## src/rtl/nes_pad_poller.sv

```systemverilog
// nes_pad_poller
// Console-side sequencer for up to two CD4021-style NES pads. It drives the
// shared latch and shift-clock strobes, samples both active-low serial lines,
// and publishes an atomically updated 16-bit pressed-button vector.
//
// Ports:
//   clk_i      system clock (rising edge)
//   rst_ni     asynchronous active-low reset
//   enable_i   automatic polling enable (does not gate start_i)
//   start_i    one-shot poll request, honoured in IDLE only
//   data_ni    serial data, pad p on bit p, active-low, asynchronous
//   latch_o    shared latch strobe, active-high
//   pad_clk_o  shared shift clock, idles low
//   buttons_o  pad p in [8p+7:8p] as {a,b,select,start,up,down,left,right}
//   valid_o    one-cycle pulse when buttons_o is updated
//   busy_o     poll sequence in progress
//
// state    | meaning
// ---------+----------------------------------------------------
// IDLE     | waiting for start_i or a pending auto-trigger
// LATCH_LO | latch high, pad clock low
// LATCH_HI | latch high, pad clock high (parallel load edge)
// BIT_LO   | pad clock low; sample bit i in the last tick cycle
// BIT_HI   | pad clock high; pads shift to the next bit
// DONE     | publish shadow to buttons_o, pulse valid_o
module nes_pad_poller #(
  parameter int unsigned CLK_DIV     = 64,
  parameter int unsigned POLL_PERIOD = 16384
) (
  input  logic        clk_i,
  input  logic        rst_ni,
  input  logic        enable_i,
  input  logic        start_i,
  input  logic [1:0]  data_ni,
  output logic        latch_o,
  output logic        pad_clk_o,
  output logic [15:0] buttons_o,
  output logic        valid_o,
  output logic        busy_o
);

  localparam int unsigned TW = $clog2(CLK_DIV);
  localparam int unsigned PW = $clog2(POLL_PERIOD + 1);
  localparam logic [TW-1:0] TICK_LAST   = TW'(CLK_DIV - 1);
  localparam logic [PW-1:0] PERIOD_LAST = PW'(POLL_PERIOD - 1);

  typedef enum logic [2:0] {
    S_IDLE, S_LATCH_LO, S_LATCH_HI, S_BIT_LO, S_BIT_HI, S_DONE
  } state_e;

  state_e        state_q, state_d;
  logic [TW-1:0] tick_q, tick_d;
  logic [2:0]    bit_q, bit_d;
  logic [1:0]    sync1_q, sync2_q;
  logic [15:0]   shadow_q, shadow_d;
  logic [15:0]   buttons_q, buttons_d;
  logic [PW-1:0] period_q, period_d;
  logic          pend_q, pend_d;

  logic tick_end;
  logic start_poll;

  assign tick_end   = (tick_q == '0);
  assign start_poll = (state_q == S_IDLE) && (start_i || pend_q);

  always_ff @(posedge clk_i or negedge rst_ni) begin
    if (!rst_ni) begin
      state_q   <= S_IDLE;
      tick_q    <= '0;
      bit_q     <= '0;
      sync1_q   <= '0;
      sync2_q   <= '0;
      shadow_q  <= '0;
      buttons_q <= '0;
      period_q  <= '0;
      pend_q    <= 1'b0;
    end else begin
      state_q   <= state_d;
      tick_q    <= tick_d;
      bit_q     <= bit_d;
      sync1_q   <= data_ni;
      sync2_q   <= sync1_q;
      shadow_q  <= shadow_d;
      buttons_q <= buttons_d;
      period_q  <= period_d;
      pend_q    <= pend_d;
    end
  end

  always_comb begin
    state_d   = state_q;
    tick_d    = tick_q;
    bit_d     = bit_q;
    shadow_d  = shadow_q;
    buttons_d = buttons_q;

    unique case (state_q)
      S_IDLE: begin
        if (start_poll) begin
          state_d = S_LATCH_LO;
          tick_d  = TICK_LAST;
        end
      end
      S_LATCH_LO: begin
        if (tick_end) begin
          state_d = S_LATCH_HI;
          tick_d  = TICK_LAST;
        end else begin
          tick_d = tick_q - 1'b1;
        end
      end
      S_LATCH_HI: begin
        if (tick_end) begin
          state_d = S_BIT_LO;
          tick_d  = TICK_LAST;
          bit_d   = '0;
        end else begin
          tick_d = tick_q - 1'b1;
        end
      end
      S_BIT_LO: begin
        if (tick_end) begin
          // Bit i lands at position 7-i, which is ~i for a 3-bit index.
          shadow_d[{1'b0, ~bit_q}] = ~sync2_q[0];
          shadow_d[{1'b1, ~bit_q}] = ~sync2_q[1];
          tick_d = TICK_LAST;
          if (bit_q == 3'd7) begin
            // Load here so the new vector is visible during DONE with valid_o.
            state_d   = S_DONE;
            buttons_d = shadow_d;
          end else begin
            state_d = S_BIT_HI;
          end
        end else begin
          tick_d = tick_q - 1'b1;
        end
      end
      S_BIT_HI: begin
        if (tick_end) begin
          state_d = S_BIT_LO;
          tick_d  = TICK_LAST;
          bit_d   = bit_q + 1'b1;
        end else begin
          tick_d = tick_q - 1'b1;
        end
      end
      S_DONE: begin
        state_d = S_IDLE;
      end
      default: begin
        state_d = S_IDLE;
      end
    endcase
  end

  // Auto-trigger: a wrap in the same cycle as a poll start re-arms the flag,
  // since that wrap is a fresh trigger.
  always_comb begin
    period_d = period_q;
    pend_d   = pend_q;
    if (!enable_i) begin
      period_d = '0;
      pend_d   = 1'b0;
    end else begin
      if (start_poll) begin
        pend_d = 1'b0;
      end
      if (period_q == PERIOD_LAST) begin
        period_d = '0;
        pend_d   = 1'b1;
      end else begin
        period_d = period_q + 1'b1;
      end
    end
  end

  assign latch_o   = (state_q == S_LATCH_LO) || (state_q == S_LATCH_HI);
  assign pad_clk_o = (state_q == S_LATCH_HI) || (state_q == S_BIT_HI);
  assign valid_o   = (state_q == S_DONE);
  assign busy_o    = (state_q != S_IDLE);
  assign buttons_o = buttons_q;

endmodule

```

## config.mk

```make
export PLATFORM = sky130hd
export DESIGN_NAME = nes_pad_poller
export DESIGN_NICKNAME = d
export VERILOG_FILES = /design/src/rtl/nes_pad_poller.sv
export SDC_FILE = /design/constraint.sdc
export NUM_CORES = 1
export LEC_CHECK = 0
export ABC_CLOCK_PERIOD_IN_PS = 5400
export CORE_MARGIN = 4
export CORE_UTILIZATION = 62
export DETAILED_ROUTE_END_ITERATION = 16
export PLACE_DENSITY = 0.82
export SLEW_MARGIN = 20
export SYNTH_ARGS = -nofsm -noshare
export SYNTH_HDL_FRONTEND = slang
export SYNTH_SLANG_ARGS = --single-unit
```

## constraint.sdc

```tcl
create_clock -name clk_i -period 5.4 [get_ports clk_i]
set_input_delay 0.81 -clock clk_i [delete_from_list [all_inputs] [get_ports clk_i]]
set_output_delay 0.81 -clock clk_i [all_outputs]
set_load 0.005 [all_outputs]
```

# Yosys cells after proc, flatten, opt, wreduce, memory -nomap -nowiden
# Index checks and enable logic that the tools add are counted.
# W data, S select, Z words.
# classes
bitwise_logic	3
order_cmp	4
reduce_logical	18
n_mux	23
addsub	3
eq_ne	14
# ops
operator	n
$bwmux W16	2
$mux W15	2
$mux W3	6
$add A15 B1 Y15 const B	1
$eq A15 B14 Y1 const B	1
$mux W6	2
$pmux W3 S4	1
$pmux W6 S2	1
$ne A2 B2 Y1 const B	5
$eq A3 B3 Y1 const B	3
$demux W1 S3	2
$eq A3 B2 Y1 const B	2
$logic_not A6 Y1	1
$mux W1	6
$pmux W3 S2	1
$reduce_and A3 Y1	2
$sub A6 B1 Y6 const B	1
$lt A3 B5 Y1 const B	1
$lt A4 B5 Y1 const B	1
$ge A4 B1 Y1 const B	1
$reduce_and A2 Y1	2
$reduce_and A4 Y1	1
$reduce_bool A2 Y1	2
$reduce_or A4 Y1	1
12 further kinds	17
# totals
reg_bits	64
out_inout_bits	20
input_bits	6
elab_cells	74

# Depth between registers and ports, before layout
# depth
ltp_word	7
ltp_mapped	9
ltp_nobuf	6

# Worst setup path before layout
# Ideal clock, no wire load.
# synth_timing
path_kind	register to register
start	register tick_q[0]
end	register shadow_q[10]
setup_ns	0.125
slack_ns	2.865
required_time_ns	5.275
path_buffers	2
synth_period_minus_slack_ns	2.535
stages_incl_launch_ff	9
t_arrival_ns	2.410
cell_sequence	dfrtp_1 -> clkbuf_1 -> inv_1 -> ha_1 -> or4b_4 -> buf_6 -> or3_4 -> or3_4 -> mux2_4
# synth_between
elab_chain_cells	2
# synth_lines
item	line_no	text
start, declared	52	logic [TW-1:0] tick_q, tick_d;
start signal, assigned	79	tick_q <= tick_d;
$logic_not A6 Y1	63	assign tick_end = (tick_q == '0);
$reduce_and A2 Y1 (no line)	n/a	
end signal, assigned	83	shadow_q <= shadow_d;
end, declared	55	logic [15:0] shadow_q, shadow_d;
# No other way between the ends.
# A chain may end at the register's enable or synchronous reset.

# Worst setup path after layout
# layout_timing
start	register tick_q[0]
end	register buttons_q[10] (netlist: buttons_o[10])
# layout_between
elab_chain_cells	2
# layout_lines
item	line_no	text
$logic_not A6 Y1	63	
$reduce_and A3 Y1 (no line)	n/a	
end signal, assigned	84	buttons_q <= buttons_d;
end, declared	56	logic [15:0] buttons_q, buttons_d;
# No other way between the ends.

==> results.py <==
metrics = {
    "worst_setup_path": {
        "reg2reg_depth": 7,
        "cp_slowest_cell": "and2_0",
        "crit_path_end_kind": "register",
        "critPathKind": "register to register",
        "worst-path-max-fanout": 27,
        "crit_family": "simple AND/OR/NAND/NOR gates",
        "crit_start": "tick_q[0]",
        "r2r_slack_ps": 2490,
        "r2r-start": "tick_q[0]",
        "path_buf_inv": 2,
        "endpoint": "buttons_o[10]",
        "cp.required_ps": 5570,
        "cp_cell_sequence": "inv_1 > ha_1 > or4b_4 > nor4_4 > buf_4 > and2_0 > a21oi_1",
        "path_depth": 7,
        "r2r_end": "buttons_o[10]",
        "arrival_ps": 3080,
        "start_kind": "register",
        "max_stage_delay_ps": 710,
    },
    "flow_run": {
        "maxCapViolCount": 0,
    },
    "sta": {
        "skew_ps": 11.4,
        "rsz0062_at_grt": "no",
        "worst_hold_slack_ps": 354,
        "slew_viol_final": 0,
        "finalCritPeriodShare_pct": 53.9,
        "fmax_mhz": 343,
        "slew-limit-headroom_pct": 39.2,
        "finalSetupViolCount": 0,
        "worstMarginPinSlew_ps": 912,
        "worst_slack_ps": 2490,
        "period_needed_ps": 2910,
        "fin_tns_setup_ps": 0,
        "hold_violations": 0,
    },
    "floorplanning": {
        "num_rows": 25,
        "ios": 26,
        "core_area_mm2": 0.00488,
        "die_width_um": 80.0,
        "start_util_pct": 65.9,
        "fp.dieArea_mm2": 0.00641,
        "fp.dieH_um": 80.0,
    },
    "hold_path": {
        "hold_class": "register to register",
        "holdPathStages": 0,
    },
    "synthesis": {
        "synth_area_mm2": 0.00322,
        "syn_inst": 328,
        "synth_area_leaders": "dfrtp_1 50%, a21oi_1 9.2%, nor2_1 4.4%, mux2_4 3.7%, nand2_1 2.4%",
        "synth-seq-area-share_pct": 49.8,
        "synth_top_cell_area_share_pct": 49.8,
        "syn_avg_cell_area_um2": 9.81,
        "yosysWarnings": 0,
        "synth-seq-cells": 64,
        "async_flop_share_pct": 100,
        "ys.flop_type": "dfrtp_1",
        "synth_top_area_cell": "dfrtp_1",
        "synth_nets": 338,
        "synth_cell_types": 51,
        "synth_enable_flop_cells": 0,
    },
    "detailed_routing": {
        "wl_per_cell_um": 16.2,
        "vias": 2498,
        "ant_nets": 0,
        "drc": 0,
        "met3_length_um": 316,
        "wl_met2_um": 3350,
        "drtIter0Drc": 170,
        "top_layer_used": "met4",
        "routed_via_density": 5.98,
        "firstDrtPassIters": 4,
        "met1_length_um": 3010,
        "drt_wl_total_um": 6780,
    },
    "finish": {
        "fin_util_pct": 75.4,
        "area_growth_pct": 14.4,
        "fin_area_mm2": 0.00368,
        "drive_gt1_share_pct": 11.7,
        "final-seq-area_mm2": 0.00160,
        "n_antenna_cell": 0,
        "num-fill-cells": 334,
        "multiInputGateArea_mm2": 0.00149,
        "final_nets": 356,
    },
    "clock_tree": {
        "cts_buffers": 9,
        "clkLatencyLatePin_ps": 340,
        "clockBufferDepth": 2,
        "cts_tree": "yes",
        "cts_setup_buffers": 0,
        "clock-root-buffer": "clkbuf_8",
        "numClockSinks": 64,
        "ctsResizeCount": 0,
        "clk_pin_slew_worst_paths_ps": 70,
        "cts_hold_buffers": 0,
        "htreeDepth": 3,
    },
    "power": {
        "vdd_ir_drop_max_v": 0.000270,
        "powerDensity_mw_per_mm2": 316,
        "p_leak_nw": 1.60,
    },
    "status": {
        "status": "finished clean",
    },
    "place": {
        "gp_congestion": 0.869,
        "pre_cts_slack_ps": 2570,
        "dpl-instance-area_mm2": 0.00348,
        "dp_hpwl_um": 4320,
        "io_buffers": 25,
    },
    "global_routing": {
        "grt_overflow": 0,
        "grt.total_usage_pct": 23.9,
        "grt_pass1_vias": 2412,
        "grt_max_degree": 65,
        "antenna_found_initial": 0,
        "grt_pass1_wl_um": 11700,
    },
}
## metal layers
layer	up-vias	global-route usage, %
met5	-	0
met4	0	8.61
met1	1207	29.5
li1	1206	-
met3	12	7.00
met2	73	39.8
## layout make-up
| class | count | share of cell area, % |
|---|---|---|
| Sequential cell | 64 | 43.5 |
| Timing Repair Buffer | 28 | 7.27 |
| Tap cell | 67 | 2.28 |
| Clock inverter | 5 | 1.53 |
| Clock buffer | 11 | 3.84 |
| Multi-Input combinational cell | 232 | 40.4 |
| Inverter | 11 | 1.12 |
## layout by cell type, fill, tap and decap left out, types with 3 or more instances in the layout
cell type and instances:
buf_4 3, xnor2_1 8, or3b_2 3, o31ai_1 4, o21ai_0 8, or3_4 5, nor3b_1 5, clkdlybuf4s50_1 24
o211ai_1 3, nand4_1 4, xor2_1 6, mux2_4 8, a21oi_1 59, nand3_1 5, dfrtp_1 64, nand2_1 21
or3_1 5, nand3b_1 6, clkbuf_8 10, inv_1 11, mux2i_1 5, nor2_1 38, nor3_1 4, ha_1 4
## per-stage QoR
stage | total power [mW] | std cells
after floorplan | 0.695 | 328
after global placement | 0.744 | 402
after detailed placement | 0.754 | 402
after CTS | 1.17 | 418
after global routing | 1.23 | 418
final | 1.16 | 418
## logic make-up (layout without fill, tap and decap cells)
| logic type | Yosys count | in the layout | share of synthesized area [%] |
|---|---|---|---|
| AND/OR/NAND/NOR | 111 | 111 | 18.9 |
| XOR/XNOR | 14 | 14 | 3.81 |
| flip-flops | 64 | 64 | 49.8 |
| multiplexers | 15 | 15 | 5.99 |
| adder cells (fa/ha/maj) | 4 | 4 | 1.56 |
| buffers and inverters | 32 | 55 | 4.24 |
| AO/OA/AOI/OAI | 88 | 88 | 15.8 |
## registers in the layout (all words and copies together), names as in the netlist
name and cells:
sync2_q 2, tick_q 6, period_q 15, buttons_o 16
sync1_q 2, pend_q 1, shadow_q 16, bit_q 3
state_q 3
## cells in the mapped netlist (2+ instances only)
master / n
nand4_1: 4
o31ai_1: 4
xor2_1: 6
o211a_1: 2
ha_1: 4
nor4_1: 2
nand3b_1: 6
mux2_2: 2
xnor2_1: 8
o21ai_0: 8
inv_1: 11
nand2_1: 21
or3_4: 5
nand3_1: 5
or3b_2: 3
o211ai_1: 3
o22ai_1: 2
a21oi_1: 59
nor4b_1: 2
clkbuf_1: 14
nand2b_1: 2
buf_2: 3
mux2_4: 8
nor3b_1: 5
mux2i_1: 5
dfrtp_1: 64
nor2_1: 38
o311ai_0: 2
nor3_1: 4
or3_1: 5
## how the worst min path moves through the flow
stage | startpoint | endpoint | slack, ps
5_1_grt | sync1_q[0] | sync2_q[0] | 370
4_1_cts | sync1_q[1] | sync2_q[1] | 360
3_5_place_dp | sync1_q[1] | sync2_q[1] | 340
2_1_floorplan | sync1_q[0] | sync2_q[0] | 330
3_3_place_gp | sync1_q[1] | sync2_q[1] | 330
6_report | sync1_q[1] | sync2_q[1] | 350
## power by group
group	switching, mW	total, mW	internal, mW
Clock	0.189	0.414	0.225
Sequential	0.0623	0.572	0.510
Combinational	0.0950	0.178	0.0827
Total	0.346	1.16	0.817
Power figures use the tool's default switching activity.
